## src/rtl/score_bcd_accumulator_if.sv

```systemverilog
// rtl/score_bcd_accumulator_if.sv - hit/clear/commit inputs and score outputs of the BCD score engine
interface score_bcd_accumulator_if #(
    parameter int DIGITS = 4
);
    logic                  hit;
    logic                  clear;
    logic                  commit;
    logic [4*DIGITS-1:0]   score_bcd;
    logic [4*DIGITS-1:0]   high_bcd;
    logic [DIGITS-1:0]     lead_blank;
    logic                  busy;
    logic                  pending_full;
    logic                  hit_dropped;
    logic                  overflow;

    modport master (
        output hit, clear, commit,
        input  score_bcd, high_bcd, lead_blank, busy, pending_full, hit_dropped, overflow
    );

    modport slave (
        input  hit, clear, commit,
        output score_bcd, high_bcd, lead_blank, busy, pending_full, hit_dropped, overflow
    );
endinterface

```

## src/rtl/score_bcd_accumulator.sv

```systemverilog
// rtl/score_bcd_accumulator.sv - digit-serial BCD score accumulator with hit queue and high score
module score_bcd_accumulator #(
    parameter int         DIGITS     = 4,
    parameter logic [7:0] HIT_POINTS = 8'h05,
    parameter int         PENDING_W  = 4,
    parameter bit         SATURATE   = 1'b1
) (
    input  logic                  clk,
    input  logic                  resetN,
    score_bcd_accumulator_if.slave bus
);
    localparam int                   DW       = 4 * DIGITS;
    localparam int                   IDX_W    = (DIGITS > 1) ? $clog2(DIGITS) : 1;
    localparam logic [IDX_W-1:0]     LAST     = IDX_W'(DIGITS - 1);
    localparam logic [PENDING_W-1:0] PEND_MAX = '1;

    typedef enum logic {IDLE, ADD} state_t;

    state_t               state, state_nxt;
    logic [IDX_W-1:0]     dig, dig_nxt;
    logic                 carry, carry_nxt;
    logic [PENDING_W-1:0] pending, pending_nxt;
    logic [DW-1:0]        score, score_nxt;
    logic [DW-1:0]        high, high_nxt;
    logic                 commit_req, commit_req_nxt;
    logic                 dropped, dropped_nxt;
    logic                 ovf, ovf_nxt;

    logic                 full;
    logic                 accept;
    logic                 start;
    logic                 commit_exec;
    logic [3:0]           s_d;
    logic [3:0]           p_d;
    logic [4:0]           sum;
    logic [3:0]           sum_digit;
    logic                 sum_carry;
    logic [DIGITS-1:0]    blank;
    logic                 zero_above;

    // One BCD digit add for the digit currently being processed
    always_comb begin
        s_d = score[{dig, 2'b00} +: 4];
        p_d = 4'h0;
        if (dig == '0)
            p_d = HIT_POINTS[3:0];
        else if (dig == IDX_W'(1))
            p_d = HIT_POINTS[7:4];
        sum = {1'b0, s_d} + {1'b0, p_d} + {4'b0000, carry};
        if (sum > 5'd9) begin
            sum_digit = 4'(sum - 5'd10);
            sum_carry = 1'b1;
        end else begin
            sum_digit = sum[3:0];
            sum_carry = 1'b0;
        end
    end

    // Next-state: queue bookkeeping, digit-serial FSM, commit and clear handling
    always_comb begin
        state_nxt      = state;
        dig_nxt        = dig;
        carry_nxt      = carry;
        pending_nxt    = pending;
        score_nxt      = score;
        high_nxt       = high;
        commit_req_nxt = commit_req | bus.commit;
        dropped_nxt    = dropped;
        ovf_nxt        = ovf;
        start          = 1'b0;
        full           = (pending == PEND_MAX);
        accept         = bus.hit && !full;
        commit_exec    = (commit_req || bus.commit) && (state == IDLE) && (pending == '0);

        // Commit compares against the score as it stands this cycle, i.e. before any clear
        if (commit_exec) begin
            if (score > high)
                high_nxt = score;
            commit_req_nxt = 1'b0;
        end

        if (bus.clear) begin
            state_nxt      = IDLE;
            dig_nxt        = '0;
            carry_nxt      = 1'b0;
            pending_nxt    = '0;
            score_nxt      = '0;
            dropped_nxt    = 1'b0;
            ovf_nxt        = 1'b0;
            commit_req_nxt = 1'b0;
        end else begin
            if (bus.hit && full)
                dropped_nxt = 1'b1;
            case (state)
                IDLE: begin
                    if (pending != '0) begin
                        start     = 1'b1;
                        state_nxt = ADD;
                        dig_nxt   = '0;
                        carry_nxt = 1'b0;
                    end
                end
                ADD: begin
                    score_nxt[{dig, 2'b00} +: 4] = sum_digit;
                    carry_nxt = sum_carry;
                    dig_nxt   = dig + 1'b1;
                    if (dig == LAST) begin
                        if (sum_carry) begin
                            ovf_nxt = 1'b1;
                            if (SATURATE)
                                score_nxt = {DIGITS{4'h9}};
                        end
                        carry_nxt = 1'b0;
                        dig_nxt   = '0;
                        if (pending != '0)
                            start = 1'b1;
                        else
                            state_nxt = IDLE;
                    end
                end
                default: state_nxt = IDLE;
            endcase
            pending_nxt = pending + PENDING_W'(accept) - PENDING_W'(start);
        end
    end

    // State register with synchronous active-low reset
    always_ff @(posedge clk) begin
        if (!resetN) begin
            state      <= IDLE;
            dig        <= '0;
            carry      <= 1'b0;
            pending    <= '0;
            score      <= '0;
            high       <= '0;
            commit_req <= 1'b0;
            dropped    <= 1'b0;
            ovf        <= 1'b0;
        end else begin
            state      <= state_nxt;
            dig        <= dig_nxt;
            carry      <= carry_nxt;
            pending    <= pending_nxt;
            score      <= score_nxt;
            high       <= high_nxt;
            commit_req <= commit_req_nxt;
            dropped    <= dropped_nxt;
            ovf        <= ovf_nxt;
        end
    end

    // Leading-zero blanking: digit i blanks when it and every digit above it are zero
    always_comb begin
        blank      = '0;
        zero_above = 1'b1;
        for (int i = DIGITS - 1; i >= 1; i--) begin
            zero_above = zero_above && (score[4*i +: 4] == 4'h0);
            blank[i]   = zero_above;
        end
    end

    assign bus.score_bcd    = score;
    assign bus.high_bcd     = high;
    assign bus.lead_blank   = blank;
    assign bus.busy         = (state == ADD);
    assign bus.pending_full = full;
    assign bus.hit_dropped  = dropped;
    assign bus.overflow     = ovf;
endmodule

```

## src/flat_wrapper.sv

```systemverilog
// flat-port wrapper written by rule: the top's interface ports become plain ports
module score_bcd_accumulator_flat 
#(
    parameter int         DIGITS     = 4,
    parameter logic [7:0] HIT_POINTS = 8'h05,
    parameter int         PENDING_W  = 4,
    parameter bit         SATURATE   = 1'b1
)
  (clk, resetN, bus_hit, bus_clear, bus_commit, bus_score_bcd, bus_high_bcd, bus_lead_blank, bus_busy, bus_pending_full, bus_hit_dropped, bus_overflow);
  score_bcd_accumulator_if #(.DIGITS(DIGITS)) bus_i ();
  input  logic clk;
  input  logic resetN;
  input wire logic [$bits(bus_i.hit)-1:0] bus_hit;
  input wire logic [$bits(bus_i.clear)-1:0] bus_clear;
  input wire logic [$bits(bus_i.commit)-1:0] bus_commit;
  output wire logic [$bits(bus_i.score_bcd)-1:0] bus_score_bcd;
  output wire logic [$bits(bus_i.high_bcd)-1:0] bus_high_bcd;
  output wire logic [$bits(bus_i.lead_blank)-1:0] bus_lead_blank;
  output wire logic [$bits(bus_i.busy)-1:0] bus_busy;
  output wire logic [$bits(bus_i.pending_full)-1:0] bus_pending_full;
  output wire logic [$bits(bus_i.hit_dropped)-1:0] bus_hit_dropped;
  output wire logic [$bits(bus_i.overflow)-1:0] bus_overflow;
  assign bus_i.hit = bus_hit;
  assign bus_i.clear = bus_clear;
  assign bus_i.commit = bus_commit;
  assign bus_score_bcd = bus_i.score_bcd;
  assign bus_high_bcd = bus_i.high_bcd;
  assign bus_lead_blank = bus_i.lead_blank;
  assign bus_busy = bus_i.busy;
  assign bus_pending_full = bus_i.pending_full;
  assign bus_hit_dropped = bus_i.hit_dropped;
  assign bus_overflow = bus_i.overflow;
  score_bcd_accumulator #(.DIGITS(DIGITS), .HIT_POINTS(HIT_POINTS), .PENDING_W(PENDING_W), .SATURATE(SATURATE)) u_core (.clk(clk), .resetN(resetN), .bus(bus_i));
endmodule
```

## config.mk

```make
export PLATFORM = sky130hd
export DESIGN_NAME = score_bcd_accumulator_flat
export DESIGN_NICKNAME = d
export VERILOG_FILES = /design/src/rtl/score_bcd_accumulator_if.sv /design/src/rtl/score_bcd_accumulator.sv /design/src/flat_wrapper.sv
export SDC_FILE = /design/constraint.sdc
export NUM_CORES = 1
export LEC_CHECK = 0
export CORE_ASPECT_RATIO = 0.75
export CORE_UTILIZATION = 42
export DETAILED_ROUTE_END_ITERATION = 16
export PLACE_DENSITY = 0.65
export SLEW_MARGIN = 20
export SYNTH_ARGS = -nofsm -noshare
export SYNTH_HDL_FRONTEND = slang
export SYNTH_SLANG_ARGS = --single-unit
export TNS_END_PERCENT = 5
```

## constraint.sdc

```tcl
create_clock -name clk -period 6.2 [get_ports clk]
set_input_delay 1.55 -clock clk [delete_from_list [all_inputs] [get_ports clk]]
set_output_delay 1.55 -clock clk [all_outputs]
set_load 0.02 [all_outputs]
```

==> impl_metrics.yaml <==
status:
  outcome: "completed"
hold_path:
  hold_depth: 2
  hold_start: "u_core.bus.hit_dropped"
  min_to: "u_core.bus.hit_dropped"
  hold_path_class: "flop to flop"
cells_and_area:
  drive_gt1_frac: 0.0985
  syn_to_final_growth_pct: 20.0
  final_net_count: 372
  final_area_um2: 3320
  final_cell_mix: "clkdlybuf4s50_1 (43), dfxtp_1 (43), inv_1 (31), ha_1 (30)"
  fillers: 609
  n_antenna_cell: 0
  utilization: 0.525
synthesis:
  synth_top_family_by_area: "simple AND/OR/NAND/NOR gates"
  synth_nets: 332
  synth_compound_area_frac: 0.172
  ys_types: 54
  yosysWarningCount: 0
  synth-async-reset-ratio: 0
  yosys.area_share.xor_xnor: 0.00950
  synth_top_area_share: 0.311
  synth.area.mux_share: 0.0968
  yosys.area_share.adder: 0.150
  ys.flop_type: "dfxtp_1"
  synth-simple-area-share: 0.191
  synth_area_leaders: "dfxtp_1 (31%), ha_1 (14%), mux2i_1 (6.2%), nor2b_1 (4.5%), inv_1 (4.2%)"
  synth-edff-count: 0
  synth_area_um2: 2770
  synth_seq_area_share: 0.311
  netlist_instances: 295
  yosysTopAreaCell: "dfxtp_1"
  syn_avg_cell_area_um2: 9.37
  ys_seq_elements: 43
cts:
  numCtsBuffers: 5
  post_cts_buffers: 0
  clkSlewWorstSetupHoldPaths_ns: 0.09
  htreeDepth: 2
  clockBufferDepth: 2
  clkLatencyLatePin_ns: 0.30
  cts_root_buffer: "clkbuf_8"
  postCtsResizedCells: 0
  hold_buffers: 0
  cts_tree: "done"
  cts.sinks: 43
drt:
  route.detailed.drc: 0
  antenna_left: 0
  drt_iter0_drc: 89
  vias_per_cell: 5.35
  drt-total-wl_um: 6500
  wl_per_cell_um: 15.6
  drtPass1Iterations: 4
  routed-via-count: 2225
floorplan:
  die-area_um2: 6920
  ios: 45
  placementRows: 25
  coreArea_um2: 6320
  initial_core_util: 0.438
  die-width_um: 95.7
  die_h_um: 72.3
power:
  vdd_drop_max_mv: 0.200
  power_uw: 848
  p_leak_uw: 0.00125
  p_per_area_nw_per_um2: 256
sta:
  clock_skew_ns: 0.00448
  period_share: 0.600
  clock.fmax_mhz: 269
  setup-tns-final_ns: 0
  grt_setup_unrepaired: "false"
  hold_viol_final: 0
  drv_slew: 0
  finalSetupViolations: 0
  worst_pin_slew_ns: 1.03
  maxSlewHeadroom: 0.315
  fin_crit_ns: 3.72
setup_path:
  r2r_end: "u_core.bus.score_bcd[9]"
  max_stage_delay_ns: 0.64
  rrSetupSlack_ns: 2.48
  crit_chain: "inv_1 -> ha_1 -> inv_1 -> fa_1 -> inv_1 -> ha_1 -> xnor2_1 -> ha_1 -> a21oi_4 -> a21boi_2 -> nor3b_4 -> o21ai_2 -> a32o_2"
  path_delay_family: "adder cells"
  worstReg2RegStart: "u_core.dig[0]"
  reg2reg_depth: 13
  cp.required_ns: 6.40
  cp_slowest_cell: "dfxtp_1"
  worstSetupPathDepth: 13
  cp-end-kind: "flop"
  start_kind: "flop"
  worstPathBufferInverterCount: 3
  critical_path_arrival_ns: 3.92
  crit_type: "flop to flop"
  crit_fanout: 11
placed_design:
  gp_congestion: 0.851
  port_buffers: 43
  hpwl_um: 4950
  placed_cell_area_um2: 3230
global_routing:
  grt_pass1_vias: 2013
  antenna_found_initial: 0
  grt_overflow: 0
  grt_use_total: 0.203
  grt_max_degree: 27
  grt_pass1_wl_um: 10600
run:
  cap_viol_max_count: 0
-- state kept, by name, indices dropped and copies added, names as in the netlist --
register and flops:
u_core.commit_req 1, u_core.carry 1, u_core.bus.score_bcd 16, u_core.pending 4
u_core.dig 2, u_core.bus.busy 1, u_core.bus.overflow 1, u_core.bus.high_bcd 16
u_core.bus.hit_dropped 1
-- worst max-delay path by stage --
stage,from,to,slack [ns]
after floorplan,u_core.bus.score_bcd[13],bus_lead_blank[1],3.01
after global placement,resetN,u_core.bus.score_bcd[10],2.35
after detailed placement,resetN,u_core.bus.score_bcd[5],2.28
after CTS,u_core.dig[0],u_core.bus.score_bcd[9],2.51
after global routing,u_core.dig[0],u_core.bus.score_bcd[10],2.22
final,u_core.dig[0],u_core.bus.score_bcd[9],2.48
-- cell families after synthesis --
logic type                 count (synthesis)
muxes                                     21
other                                      1
DFF                                       43
and+or+nand+nor                           91
adders and majority gates                 32
buffers and inverters                     41
xor gates and xnor gates                   3
AOI/OAI and AO/OA                         63
-- final cells by class --
cell class / instances / area, um^2 / area share
inverters: 31 / 116 / 0.0351
clock inverters: 1 / 8.76 / 0.00264
multi-input cells: 211 / 1720 / 0.518
repair buffers: 43 / 430 / 0.130
well taps: 81 / 101 / 0.0306
flip-flops and latches: 43 / 861 / 0.260
clock buffers: 6 / 82.6 / 0.0249
-- synthesized netlist by cell type (3+ instances only) --
library cell,count
dfxtp_1,43
inv_1,31
ha_1,30
nor2_1,20
nor2b_1,20
mux2i_1,17
a21oi_1,15
nand2_1,15
a32o_2,8
nand2b_1,7
o21ai_0,7
buf_4,5
a41oi_1,4
nor4_1,4
o21ai_1,4
o21ai_2,4
a22oi_1,3
and2_1,3
and3_1,3
clkbuf_1,3
nand4_1,3
-- tightest hold or removal path: cells and delay by family (launching register included) --
family             cells  cell delay [ns]
and+or+nand+nor        1             0.07
DFF                    1             0.33
AOI/OAI and AO/OA      1             0.04
-- per-layer routing --
metal,wire (um),vias up,GRT usage
met5,0,-,0
met4,56,0,0.0498
met2,2560,55,0.271
met3,365,7,0.0409
li1,-,1128,-
met1,3520,1035,0.325
-- through the flow --
step	cells	worst slack, ns	hold slack [ns]
2_1_floorplan	295	3.01	0.471
3_3_place_gp	409	2.35	0.462
3_5_place_dp	409	2.28	0.465
4_1_cts	416	2.51	0.490
5_1_grt	416	2.22	0.537
6_report	416	2.48	0.483
-- power by group --
part	switching [uW]	internal [uW]	total, uW	leakage [uW]
registers	34.5	294	328	0.000347
logic	174	152	327	0.000857
clock network	103	89.8	193	0.0000477
Note: power is estimated with default switching activity, not from simulation.
